==> src/rtl/oam_dma_arbiter.sv <==
// OAM DMA arbiter: owns the single memory port. While idle, CPU cycles pass
// straight through to memory. A CPU write to the DMA register starts a copy of
// DMA_LEN bytes from {value,8'h00} to OAM, and the CPU is stalled until it ends.
// Optional feature: define OAM_DMA_DONE_IRQ_EN to add the dma_done pulse output.
module oam_dma_arbiter #(
  parameter logic [15:0] DMA_REG_ADDR = 16'hFF46,
  parameter logic [15:0] DST_BASE     = 16'hFE00,
  parameter int          DMA_LEN      = 160
) (
  input  logic        clk,
  input  logic        rst_n,
  input  logic [15:0] cpu_addr,
  input  logic [7:0]  cpu_data_in,
  input  logic        cpu_rd_n,
  input  logic        cpu_wr_n,
  output logic [7:0]  cpu_data_out,
  output logic        cpu_wait_n,
  output logic [15:0] mem_addr,
  output logic [7:0]  mem_wdata,
  input  logic [7:0]  mem_rdata,
  output logic        mem_rd_n,
  output logic        mem_wr_n,
  input  logic        mem_wait_n,
  output logic        dma_active
`ifdef OAM_DMA_DONE_IRQ_EN
  ,
  output logic        dma_done
`endif
);

  typedef enum logic [1:0] {IDLE, RD, WR} state_t;

  // Final index is compared before incrementing, so an 8-bit idx covers 256.
  localparam logic [7:0] LAST_IDX = 8'(DMA_LEN - 1);

  state_t      state;
  logic [7:0]  dma_reg;
  logic [7:0]  idx;
  logic        wr_prev;    // cpu_wr_n last cycle; write accepted only on its falling edge
  logic        rd_reg_q;   // last cycle was an accepted read of the DMA register

  logic        reg_hit;
  logic        cpu_acc;
  logic        wr_accept;
  logic [7:0]  src_hi;
  logic [15:0] src_addr;
  logic [15:0] dst_addr;

  assign reg_hit   = (cpu_addr == DMA_REG_ADDR);
  assign cpu_acc   = !cpu_rd_n || !cpu_wr_n;
  assign wr_accept = (state == IDLE) && reg_hit && !cpu_wr_n && wr_prev;

  // Pages above 0xDF fold down into the echo-RAM source; dma_reg keeps the raw value.
  assign src_hi    = (dma_reg > 8'hDF) ? (dma_reg - 8'h20) : dma_reg;
  assign src_addr  = {src_hi, idx};
  assign dst_addr  = DST_BASE + {8'h00, idx};

  assign dma_active = (state != IDLE);

  // Transfer FSM, DMA register and CPU strobe history.
  always_ff @(posedge clk or negedge rst_n) begin
    if (!rst_n) begin
      state    <= IDLE;
      dma_reg  <= 8'h00;
      idx      <= 8'h00;
      wr_prev  <= 1'b1;
      rd_reg_q <= 1'b0;
    end else begin
      wr_prev  <= cpu_wr_n;
      rd_reg_q <= (state == IDLE) && reg_hit && !cpu_rd_n;
      case (state)
        IDLE: begin
          if (wr_accept) begin
            dma_reg <= cpu_data_in;
            idx     <= 8'h00;
            state   <= RD;
          end
        end
        RD: state <= WR;
        WR: begin
          if (idx == LAST_IDX) begin
            idx   <= 8'h00;
            state <= IDLE;
          end else begin
            idx   <= idx + 8'h01;
            state <= RD;
          end
        end
        default: state <= IDLE;
      endcase
    end
  end

  // Memory port mux: CPU pass-through when idle, DMA source/destination otherwise.
  always_comb begin
    mem_addr   = cpu_addr;
    mem_wdata  = cpu_data_in;
    mem_rd_n   = 1'b1;
    mem_wr_n   = 1'b1;
    cpu_wait_n = 1'b1;
    case (state)
      IDLE: begin
        // DMA register accesses are served locally and never reach memory.
        if (!reg_hit) begin
          mem_rd_n   = cpu_rd_n;
          mem_wr_n   = cpu_wr_n;
          cpu_wait_n = mem_wait_n;
        end
      end
      RD: begin
        mem_addr   = src_addr;
        mem_rd_n   = 1'b0;
        cpu_wait_n = !cpu_acc;
      end
      WR: begin
        mem_addr   = dst_addr;
        mem_wdata  = mem_rdata;
        mem_wr_n   = 1'b0;
        cpu_wait_n = !cpu_acc;
      end
      default: begin
        cpu_wait_n = !cpu_acc;
      end
    endcase
  end

  // Register reads return one cycle late, lining up with memory read latency.
  assign cpu_data_out = rd_reg_q ? dma_reg : mem_rdata;

`ifdef OAM_DMA_DONE_IRQ_EN
  // One-cycle pulse on the first idle cycle after the final OAM write.
  always_ff @(posedge clk or negedge rst_n) begin
    if (!rst_n) dma_done <= 1'b0;
    else        dma_done <= (state == WR) && (idx == LAST_IDX);
  end
`endif

endmodule

==> config.mk <==
export PLATFORM = sky130hd
export DESIGN_NAME = oam_dma_arbiter
export DESIGN_NICKNAME = d
export VERILOG_FILES = /design/src/rtl/oam_dma_arbiter.sv
export SDC_FILE = /design/constraint.sdc
export NUM_CORES = 1
export LEC_CHECK = 0
export BUFFER_PORTS_ARGS = -buffer_cell sky130_fd_sc_hd__buf_2
export CAP_MARGIN = 0
export CORE_ASPECT_RATIO = 1.2
export CORE_MARGIN = 2
export CORE_UTILIZATION = 45
export CTS_BUF_LIST = sky130_fd_sc_hd__clkbuf_4
export DETAILED_ROUTE_END_ITERATION = 8
export HOLD_SLACK_MARGIN = 0.06
export PLACE_DENSITY = 0.75
export SYNTH_ARGS = -nofsm -noshare
export SYNTH_HDL_FRONTEND = slang
export SYNTH_SLANG_ARGS = --single-unit
==> constraint.sdc <==
create_clock -name clk -period 5.1 [get_ports clk]
set_clock_uncertainty 0.05 [all_clocks]
set_input_delay 1.275 -clock clk [delete_from_list [all_inputs] [get_ports clk]]
set_output_delay 1.275 -clock clk [all_outputs]
set_load 0.02 [all_outputs]
Yosys cells after proc, flatten, opt, wreduce, memory -nomap -nowiden
Index checks and enable logic that the tools add are counted.
{ "classes": {"eq_ne": 5, "magnitude_cmp": 1, "muxes": 16, "add_sub_neg": 3, "n_reduce_logical": 13} }
{ "op_table": {"columns": ["cell", "n"], "rows": [
  ["$mux 8", 5],
  ["$pmux 16 s2", 1],
  ["$eq 16x16->1 const B", 1],
  ["$pmux 8 s2", 1],
  ["$add 10x9->11 const A", 1],
  ["$add 8x1->8 const B", 1],
  ["$eq 8x8->1 const B", 1],
  ["$gt 8x8->1 const B", 1],
  ["$sub 8x6->8 const B", 1],
  ["$pmux 2 s3", 1],
  ["$mux 1", 5],
  ["$logic_and 1x1->1", 4],
  ["$pmux 1 s2", 2],
  ["$reduce_and 2->1", 2],
  ["$reduce_bool 2->1", 2],
  ["$logic_not 1->1", 3],
  ["$eq 2x1->1 const B", 1],
  ["$eq 2x2->1 const B", 1],
  ["$logic_not 2->1", 1],
  ["$mux 2", 1],
  ["$ne 2x2->1 const B", 1],
  ["$logic_or 1x1->1", 1]
]} }
{ "totals": {"output_inout_bits": 36, "reg_bits": 20, "word_cells": 43} }

Longest topological paths before layout
Gate-level depths: netlist of run 1.
{ "depth": {"ltp_word": 6, "mapped_depth": 8, "mapped_depth_nobuf": 7} }

Worst setup path before layout of run 1
Ideal clock, no wire load.
{ "synth_timing": {"kind": "input to output", "from": "input port cpu_addr[0]", "to": "output port mem_rd_n", "cell_stages": 5, "t_arrival_ns": 2.733, "setup_slack_ns": 1.042, "cell_sequence": "or4b_4 or4_1 nand2_1 nor2_1 a21oi_1"} }
{ "synth_via": {"elab_chain_len": 3} }
{ "synth_lines": {"columns": ["item", "line_no", "text"], "rows": [
  ["start: declaration", "12", "input logic [15:0] cpu_addr,"],
  ["$eq 16x16->1", "49", "assign reg_hit = (cpu_addr == DMA_REG_ADDR);"],
  ["$mux 1", "104", "if (!reg_hit) begin"],
  ["$pmux 1 s2", "101", "case (state)"],
  ["end: declaration", "21", "output logic mem_rd_n,"]
]} }
Every way passes these cells.

Worst setup path in the final report of run 1
Same ends and word-level chain as after synthesis.

==> results_dict.tcl, run 1 <==
set metrics [dict create \
    hold_class "flip-flop to flip-flop" \
    holdPathStages 1 \
    die-area_um2 4006 \
    outcome "finished clean" \
    diodes 0 \
    yosys-top-cells-area "dfrtp_1 30%, mux2_2 16%, nand2_1 5.5%" \
    p_seq_frac 0.507 \
    setup_tns_ns 0 \
    vias 1637 \
    crit_path_cell_trace "buf_2, or4b_4, or4_1, nand2_1, nor2_1, a21oi_1, buf_2" \
    cp_slowest_cell "or4b_4" \
    p_comb_frac 0.225 \
    seq_area_um2 501.7 \
    endpoint "mem_rd_n" \
    post-route-util 0.5866 \
    crit_fanout 3 \
    layout_common_cells "72 x buf_2, 23 x nand2_1, 22 x mux2_2, 19 x dfrtp_1" \
    fmax_mhz 240.0 \
    antenna_found_initial 0 \
    cts_tree "built" \
    netlist_instances 188 \
    syn_area_um2 1582 \
    period_minus_slack_ns 4.166 \
    multi_input_area_um2 967.2 \
    globalRouteOverflowTotal 0 \
    crit_path_max_incr_delay_ns 0.55 \
    synth.avg_cell_area_um2 8.412 \
    fin_crit_sh 0.8168 \
    p_per_area_nw_per_um2 160.6 \
    grt_use_total 0.2294 \
    peakVddDrop_uv 91.42 \
    relSlewSlack 0.2850 \
    cap_violations 0 \
    critPathRequiredTime_ns 3.77 \
    cts_buffers 3 \
    crit_start "cpu_addr[0]" \
    rr_worst_depth 5 \
    cts_resized 0 \
    wl_per_cell_um 15.63 \
    clkTransAtPathRegs_ns 0.12 \
    setup_viol 0 \
    hold_viol_final 0 \
    ys_ff_latch 20 \
    grt_start_max_net_pins 33 \
    path_delay_family "simple AND/OR/NAND/NOR gates" \
    start_kind "input port" \
    final_common_cell "buf_2" \
    firstDrtPassIters 4 \
    yosys_warnings 0 \
    viasPerCell 5.684 \
    clock_path_buffers 2 \
    initial_core_util 0.4738 \
    layout.nets 295 \
    io_pins 73 \
    grt_pass1_vias 1474 \
    crit_type "input port to output port" \
    yosysSeqAreaShare 0.3172 \
    crit_path_end_kind "output port" \
    r2r_slack_ns 2.48 \
    reg2reg_from "state[0]" \
    ys_types 35 \
    finalMaxSlewViolations 0 \
    crit_buf_inv 2 \
    core_um2 3338 \
    fillers 320 \
    insertion_delay_ns 0.30 \
    fp.dieH_um 68.94 \
    rsz0062_at_grt "no" \
    synth_nets 231 \
    synth.largest_area_cell "dfrtp_1" \
    routed_wl_mm 4.502 \
    drc 0 \
    p_leak_nw 0.9563 \
    cp.depth 7 \
    worst_pin_slew_ns 1.072 \
    clkPwrFrac 0.268 \
    critPathMostFrequentCell "buf_2" \
    ctsHoldBuffers 0 \
    drtIter0Drc 40 \
    die_x_um 58.12 \
    postRouteAntennaNets 0 \
    hpwl_mm 3.477 \
    cp.arrival_ns 2.84 \
    switchingPower_w 0.00009045 \
    root_buffer "clkbuf_4" \
    gp_congestion 0.8439 \
    num_rows 23 \
    synth_top_area_share 0.3006 \
    io_buffer_count 72 \
    r2r_end "idx[4]" \
    area_growth_pct 23.81 \
    clkSinkCount 20 \
    grt_pass1_wl_mm 6.900 \
    cts-htree-levels 1 \
    drive_above_1_share 0.4143 \
    internal_power_w 0.0002239 \
    post-cts-setup-buffer-count 0 \
    switching_share 0.2877 \
]
[final cells by class]
cell class / instances / area share
tap: 37 / 0.02364
clock buffer: 4 / 0.01534
multi-input combinational: 141 / 0.4939
timing repair buffer: 72 / 0.1840
sequential: 20 / 0.2562
inverter: 14 / 0.02684
[cell usage after synthesis]
library cell	count
a21o_1	1
nor4_4	1
nor2_1	14
buf_4	1
a221o_1	2
and2_1	2
o41ai_2	1
o21a_1	1
a31oi_1	5
nand4b_1	5
nand2_1	23
a21oi_1	14
dfrtp_1	19
nor2b_1	2
inv_1	14
o211ai_1	1
ha_1	6
a21boi_1	1
nor3b_1	2
buf_1	2
mux2_2	22
nand3_1	9
buf_6	1
o21ai_0	8
nor3_1	2
clkbuf_1	9
o31ai_1	5
or4_1	1
or2_2	1
or4b_4	1
nor2_2	1
a32o_1	1
nand4_1	1
dfstp_2	1
o22ai_1	8
[power groups by stage]
stage | Clock (W) | Sequential, W | Combinational [W]
2_1_floorplan | 0 | 0.000162 | 0.0000353
3_3_place_gp | 0 | 0.000162 | 0.0000704
3_5_place_dp | 0 | 0.000162 | 0.0000708
4_1_cts | 0.0000845 | 0.000159 | 0.0000711
5_1_grt | 0.0000882 | 0.000159 | 0.0000761
6_report | 0.0000844 | 0.000159 | 0.0000706
[per-layer routing]
layer | GRT usage | share of wire | up-vias
met5 | 0 | 0 | -
met4 | 0.08430 | 0.012 | 0
met3 | 0.04104 | 0.079 | 4
met2 | 0.4006 | 0.48 | 76
met1 | 0.2828 | 0.43 | 752
li1 | - | - | 805
[metrics by stage]
stage	hold WS [ns]	total power, W	cell area, um^2	std cells	worst slack, ns
CTS	0.5075	0.0003150	1958	288	0.9411
floorplan	0.4338	0.0001977	1582	188	1.042
detailed placement	0.4741	0.0002332	1928	284	0.9375
global route	0.5289	0.0003237	1958	288	0.8370
finish	0.5022	0.0003144	1958	288	0.9341
global placement	0.4741	0.0002327	1928	284	0.9771
[logic make-up after synthesis]
| group | count (synthesis) | synth area share |
|---|---|---|
| simple gates | 65 | 0.2144 |
| fa+ha+maj | 6 | 0.04747 |
| flops | 20 | 0.3173 |
| buf+inv | 27 | 0.07120 |
| compound gates | 48 | 0.1931 |
| mux | 22 | 0.1566 |
[worst min-delay path by stage]
stage / startpoint / end / slack [ns]
2_1_floorplan: idx[7] / idx[7] / 0.43
3_3_place_gp: dma_reg[4] / dma_reg[4] / 0.47
5_1_grt: idx[7] / idx[7] / 0.53
6_report: dma_reg[3] / dma_reg[3] / 0.50
4_1_cts: dma_reg[3] / dma_reg[3] / 0.51
3_5_place_dp: dma_reg[3] / dma_reg[3] / 0.47
(Power assumes the default switching activity.)
==> run 2, diff against run 1 <==
--- a/config.mk
+++ b/config.mk
@@ -9,11 +9,11 @@
 export CAP_MARGIN = 0
 export CORE_ASPECT_RATIO = 1.2
 export CORE_MARGIN = 2
-export CORE_UTILIZATION = 45
+export CORE_UTILIZATION = 44
 export CTS_BUF_LIST = sky130_fd_sc_hd__clkbuf_4
 export DETAILED_ROUTE_END_ITERATION = 8
 export HOLD_SLACK_MARGIN = 0.06
-export PLACE_DENSITY = 0.75
+export PLACE_DENSITY = 0.77
 export SYNTH_ARGS = -nofsm -noshare
 export SYNTH_HDL_FRONTEND = slang
 export SYNTH_SLANG_ARGS = --single-unit
==> constraint.sdc (replaced) <==
create_clock -name clk -period 3.55 [get_ports clk]
set_clock_uncertainty 0.05 [all_clocks]
set_input_delay 0.8875 -clock clk [delete_from_list [all_inputs] [get_ports clk]]
set_output_delay 0.8875 -clock clk [all_outputs]
set_load 0.02 [all_outputs]
==> run 2 against run 1 <==
  * The flow now finishes with violations (design-rule violations)
  * Setup slack worse by 0.79 ns
  * Count of clock-buffer cells in the layout down 1
  * Register-to-register slack lost 1.2 ns
  * Final cell count rose by 1.0%
==> results_dict.tcl, run 2 (synthesis results as in run 1) <==
set metrics [dict create \
    outcome "complete, but fails checks" \
    violations "design-rule violations" \
    root_buffer "clkbuf_4" \
    grt_start_max_net_pins 21 \
    peakVddDrop_uv 126.9 \
    setup_viol 0 \
    vias 1651 \
    diodes 0 \
    initial_core_util 0.4657 \
    worst_slack_ns 0.1401 \
    die_x_um 58.73 \
    insertion_delay_ns 0.30 \
    switching_share 0.3019 \
    gp_congestion 0.8323 \
    area_growth_pct 25.00 \
    finalMaxSlewViolations 0 \
    cts_tree "built" \
    crit_type "input port to output port" \
    rr_worst_depth 7 \
    pre_cts_ws_ns 0.1591 \
    antenna_found_initial 0 \
    routed_wl_mm 4.655 \
    worst_pin_slew_ns 0.6694 \
    p_leak_nw 0.9697 \
    cts_buffers 3 \
    r2r_end "idx[7]" \
    hold_class "input port to async pin" \
    r2r_slack_ns 1.26 \
    relSlewSlack 0.5528 \
    cts-htree-levels 1 \
    firstDrtPassIters 6 \
    cp_slowest_cell "or4b_4" \
    globalRouteOverflowTotal 0 \
    hold_viol_final 0 \
    io_pins 73 \
    start_kind "input port" \
    postRouteAntennaNets 0 \
    fmax_mhz 293.3 \
    core_um2 3396 \
    critPathRequiredTime_ns 2.61 \
    post-cts-setup-buffer-count 0 \
    fp.dieH_um 69.68 \
    drive_above_1_share 0.4173 \
    die-area_um2 4092 \
    io_buffer_count 72 \
    crit_path_end_kind "output port" \
    final_common_cell "buf_2" \
    grt_pass1_vias 1582 \
    layout_common_cells "72 x buf_2, 23 x nand2_1, 22 x mux2_2, 19 x dfrtp_1" \
    p_per_area_nw_per_um2 225.7 \
    crit_buf_inv 2 \
    reg2reg_from "state[0]" \
    crit_fanout 3 \
    internal_power_w 0.0003114 \
    wl_per_cell_um 16.00 \
    placed_cell_area_um2 1951 \
    layout.nets 298 \
    cts_resized 0 \
    switchingPower_w 0.0001347 \
    crit_path_max_incr_delay_ns 0.55 \
    setup_tns_ns 0 \
    rsz0062_at_grt "no" \
    cp.arrival_ns 2.47 \
    ctsHoldBuffers 0 \
    drtIter0Drc 53 \
    grt_use_total 0.2371 \
    clock_path_buffers 2 \
    clkSinkCount 20 \
    stdcell_area_um2 1977 \
    period_minus_slack_ns 3.410 \
    clkTransAtPathRegs_ns 0.12 \
    hpwl_mm 3.663 \
    fin_crit_sh 0.9605 \
    grt_pass1_wl_mm 7.555 \
    crit_path_cell_trace "buf_2, or4b_4, or4_1, nand2_1, nor2_1, nor2_1, buf_2" \
    p_comb_frac 0.228 \
    num_rows 23 \
    path_delay_family "simple AND/OR/NAND/NOR gates" \
    clkPwrFrac 0.259 \
    p_seq_frac 0.513 \
    viasPerCell 5.674 \
    post-route-util 0.5822 \
    cap_violations 0 \
    drc 1 \
]
run 2: worst reg2reg max path: cells and delay by family, from the launching register on:
family / cells / cell delay, ns
flip-flops: 1 / 0.44
buffers and inverters: 2 / 0.29
AO/OA/AOI/OAI: 3 / 0.94
adder cells (fa/ha/maj): 1 / 0.27
AND/OR/NAND/NOR: 1 / 0.21
run 2: how the worst max path moves through the flow:
stage               depth (start not counted)          to         from
global route                                7  cpu_wait_n  cpu_addr[0]
detailed placement                          7  cpu_wait_n  cpu_addr[0]
finish                                      7  cpu_wait_n  cpu_addr[0]
CTS                                         7  cpu_wait_n  cpu_addr[0]
global placement                            7    mem_rd_n  cpu_addr[0]
floorplan                                   5    mem_rd_n  cpu_addr[0]
run 2: metrics by stage:
stage | total power (W) | hold WS, ns | cells
after global placement | 0.0003347 | 0.4704 | 287
after global routing | 0.0004665 | 0.5017 | 291
after detailed placement | 0.0003358 | 0.4697 | 287
after CTS | 0.0004469 | 0.4873 | 291
after floorplan | 0.0002840 | 0.4338 | 188
final | 0.0004461 | 0.4679 | 291
run 2: power by group through the flow:
stage               clock (W)  sequential, W  combinational (W)
finish               0.000115       0.000229           0.000102
global route         0.000126       0.000229           0.000111
CTS                  0.000115       0.000229           0.000103
detailed placement          0       0.000233           0.000103
global placement            0       0.000233           0.000101
floorplan                   0       0.000233          0.0000507
run 2: final cells by class:
class | count | area [um^2]
Fill cell | 334 | 1419
Multi-Input combinational cell | 141 | 967.2
Sequential cell | 20 | 501.7
Timing Repair Buffer | 75 | 382.9
Inverter | 14 | 52.55
Tap cell | 37 | 46.29
Clock buffer | 3 | 22.52
Clock inverter | 1 | 3.754
run 2: routing by layer:
metal,routed length [um],track usage,vias to the layer above
met5,0,0,-
met4,85,0.07576,0
met3,420,0.05784,8
met2,2260,0.3827,81
met1,1888,0.3051,751
li1,-,-,811
==> run 3, diff against run 2 <==
--- a/config.mk
+++ b/config.mk
@@ -11,6 +11,7 @@
 export CORE_MARGIN = 2
 export CORE_UTILIZATION = 44
 export CTS_BUF_LIST = sky130_fd_sc_hd__clkbuf_4
+export CTS_CLUSTER_SIZE = 12
 export DETAILED_ROUTE_END_ITERATION = 8
 export HOLD_SLACK_MARGIN = 0.06
 export PLACE_DENSITY = 0.77
==> constraint.sdc (replaced) <==
create_clock -name clk -period 3.55 [get_ports clk]
set_clock_uncertainty 0.05 [all_clocks]
set_input_delay 0.71 -clock clk [delete_from_list [all_inputs] [get_ports clk]]
set_output_delay 0.71 -clock clk [all_outputs]
set_load 0.02 [all_outputs]
==> run 3 against run 2 <==
  * The run still ends with design-rule violations left
  * Clock power hardly changed
  * Final cell count stayed put
  * Non-clock buffer count stayed put
  * First-iteration DRC count is 19% lower
  * Register-to-register slack better by 0.09 ns
  * Global-route usage is 0.43 points lower
  * Wire length is 2.6% lower
  * Critical endpoint is now mem_rd_n
  * Largest power group unchanged
  * Highest routed layer unchanged
==> results_dict.tcl, run 3 (synthesis results as in run 1) <==
set metrics [dict create \
    viasPerCell 5.759 \
    clkTransAtPathRegs_ns 0.11 \
    initial_core_util 0.4657 \
    r2r_slack_ns 1.35 \
    final_common_cell "buf_2" \
    crit_type "input port to output port" \
    area_growth_pct 25.00 \
    fin_crit_sh 0.8533 \
    hpwl_mm 3.538 \
    p_per_area_nw_per_um2 225.4 \
    rsz0062_at_grt "no" \
    rr_worst_depth 7 \
    root_buffer "clkbuf_4" \
    reg2reg_from "state[0]" \
    firstDrtPassIters 6 \
    vias 1676 \
    crit_path_end_kind "output port" \
    core_um2 3396 \
    outcome "complete, but fails checks" \
    cts_resized 0 \
    grt_start_max_net_pins 33 \
    drtIter0Drc 43 \
    die-area_um2 4092 \
    gp_congestion 0.8165 \
    r2r_end "idx[7]" \
    cp.arrival_ns 2.27 \
    grt_pass1_vias 1584 \
    hold_class "input port to async pin" \
    cap_violations 0 \
    postRouteAntennaNets 0 \
    finalMaxSlewViolations 0 \
    setup_tns_ns 0 \
    relSlewSlack 0.5229 \
    layout.nets 298 \
    pre_cts_ws_ns 0.5301 \
    critPathRequiredTime_ns 2.79 \
    clock_path_buffers 2 \
    crit_fanout 3 \
    cts_tree "built" \
    violations "design-rule violations" \
    ctsHoldBuffers 0 \
    setup_viol 0 \
    grt_pass1_wl_mm 7.472 \
    post-cts-setup-buffer-count 0 \
    worst_pin_slew_ns 0.7095 \
    die_x_um 58.73 \
    io_buffer_count 72 \
    fmax_mhz 330.1 \
    wl_per_cell_um 15.58 \
    peakVddDrop_uv 142.0 \
    io_pins 73 \
    drc 1 \
    fp.dieH_um 69.68 \
    clkSinkCount 20 \
    globalRouteOverflowTotal 0 \
    period_minus_slack_ns 3.029 \
    diodes 0 \
    num_rows 23 \
    drive_above_1_share 0.4173 \
    grt_use_total 0.2328 \
    p_leak_nw 0.9697 \
    routed_wl_mm 4.533 \
    layout_common_cells "72 x buf_2, 23 x nand2_1, 22 x mux2_2, 19 x dfrtp_1" \
    cts_buffers 3 \
    cts-htree-levels 1 \
    insertion_delay_ns 0.30 \
    worst_slack_ns 0.5207 \
    hold_viol_final 0 \
    start_kind "input port" \
    antenna_found_initial 0 \
]
run 3: cell counts in the layout (fill, tap and decap cells not counted):
Identical to the previous run, type by type.
run 3: final cells by class:
cell class	instances	area, um^2
Sequential cell	20	501.7
Tap cell	37	46.29
Multi-Input combinational cell	141	967.2
Timing Repair Buffer	75	382.9
Clock inverter	1	3.754
Inverter	14	52.55
Clock buffer	3	22.52
Fill cell	327	1419
run 3: critical path, stage by stage:
cell and delay (ns):
buf_2 0.11, or4b_4 0.55, or4_1 0.44, nand2_1 0.13
nor2_1 0.05, a21oi_1 0.10, buf_2 0.17
run 3: worst max-delay path by stage:
stage	startpoint	end	slack [ns]
final	cpu_addr[0]	mem_rd_n	0.52
after global routing	cpu_addr[0]	mem_rd_n	0.42
after CTS	cpu_addr[0]	mem_rd_n	0.53
after detailed placement	cpu_addr[0]	mem_rd_n	0.53
after global placement	cpu_addr[0]	mem_rd_n	0.57
after floorplan	cpu_addr[0]	mem_rd_n	0.62
run 3: where the power goes:
| part | internal [W] | total, W | switching (W) |
|---|---|---|---|
| Clock | 0.0000410 | 0.000114 | 0.0000732 |
| Combinational | 0.0000417 | 0.000102 | 0.0000608 |
| Sequential | 0.000229 | 0.000229 | 0.000000123 |
run 3: metrics by stage:
stage / hold slack (ns) / std cells / cell area, um^2 / utilization / power, W
after floorplan: 0.3644 / 188 / 1582 / - / 0.0002840
after global routing: 0.3185 / 291 / 1977 / 0.5822 / 0.0004678
after CTS: 0.3033 / 291 / 1977 / 0.5822 / 0.0004493
after detailed placement: 0.4663 / 287 / 1951 / 0.5744 / 0.0003358
after global placement: 0.4719 / 287 / 1951 / 0.5744 / 0.0003347
final: 0.2898 / 291 / 1977 / 0.5822 / 0.0004456
run 3: metal layers:
metal | GRT usage | routed length (um) | vias to the layer above
li1 | - | - | 812
met1 | 0.3113 | 1866 | 769
met2 | 0.3778 | 2234 | 89
met3 | 0.04291 | 388 | 6
met4 | 0.06313 | 44 | 0
met5 | 0 | 0 | -
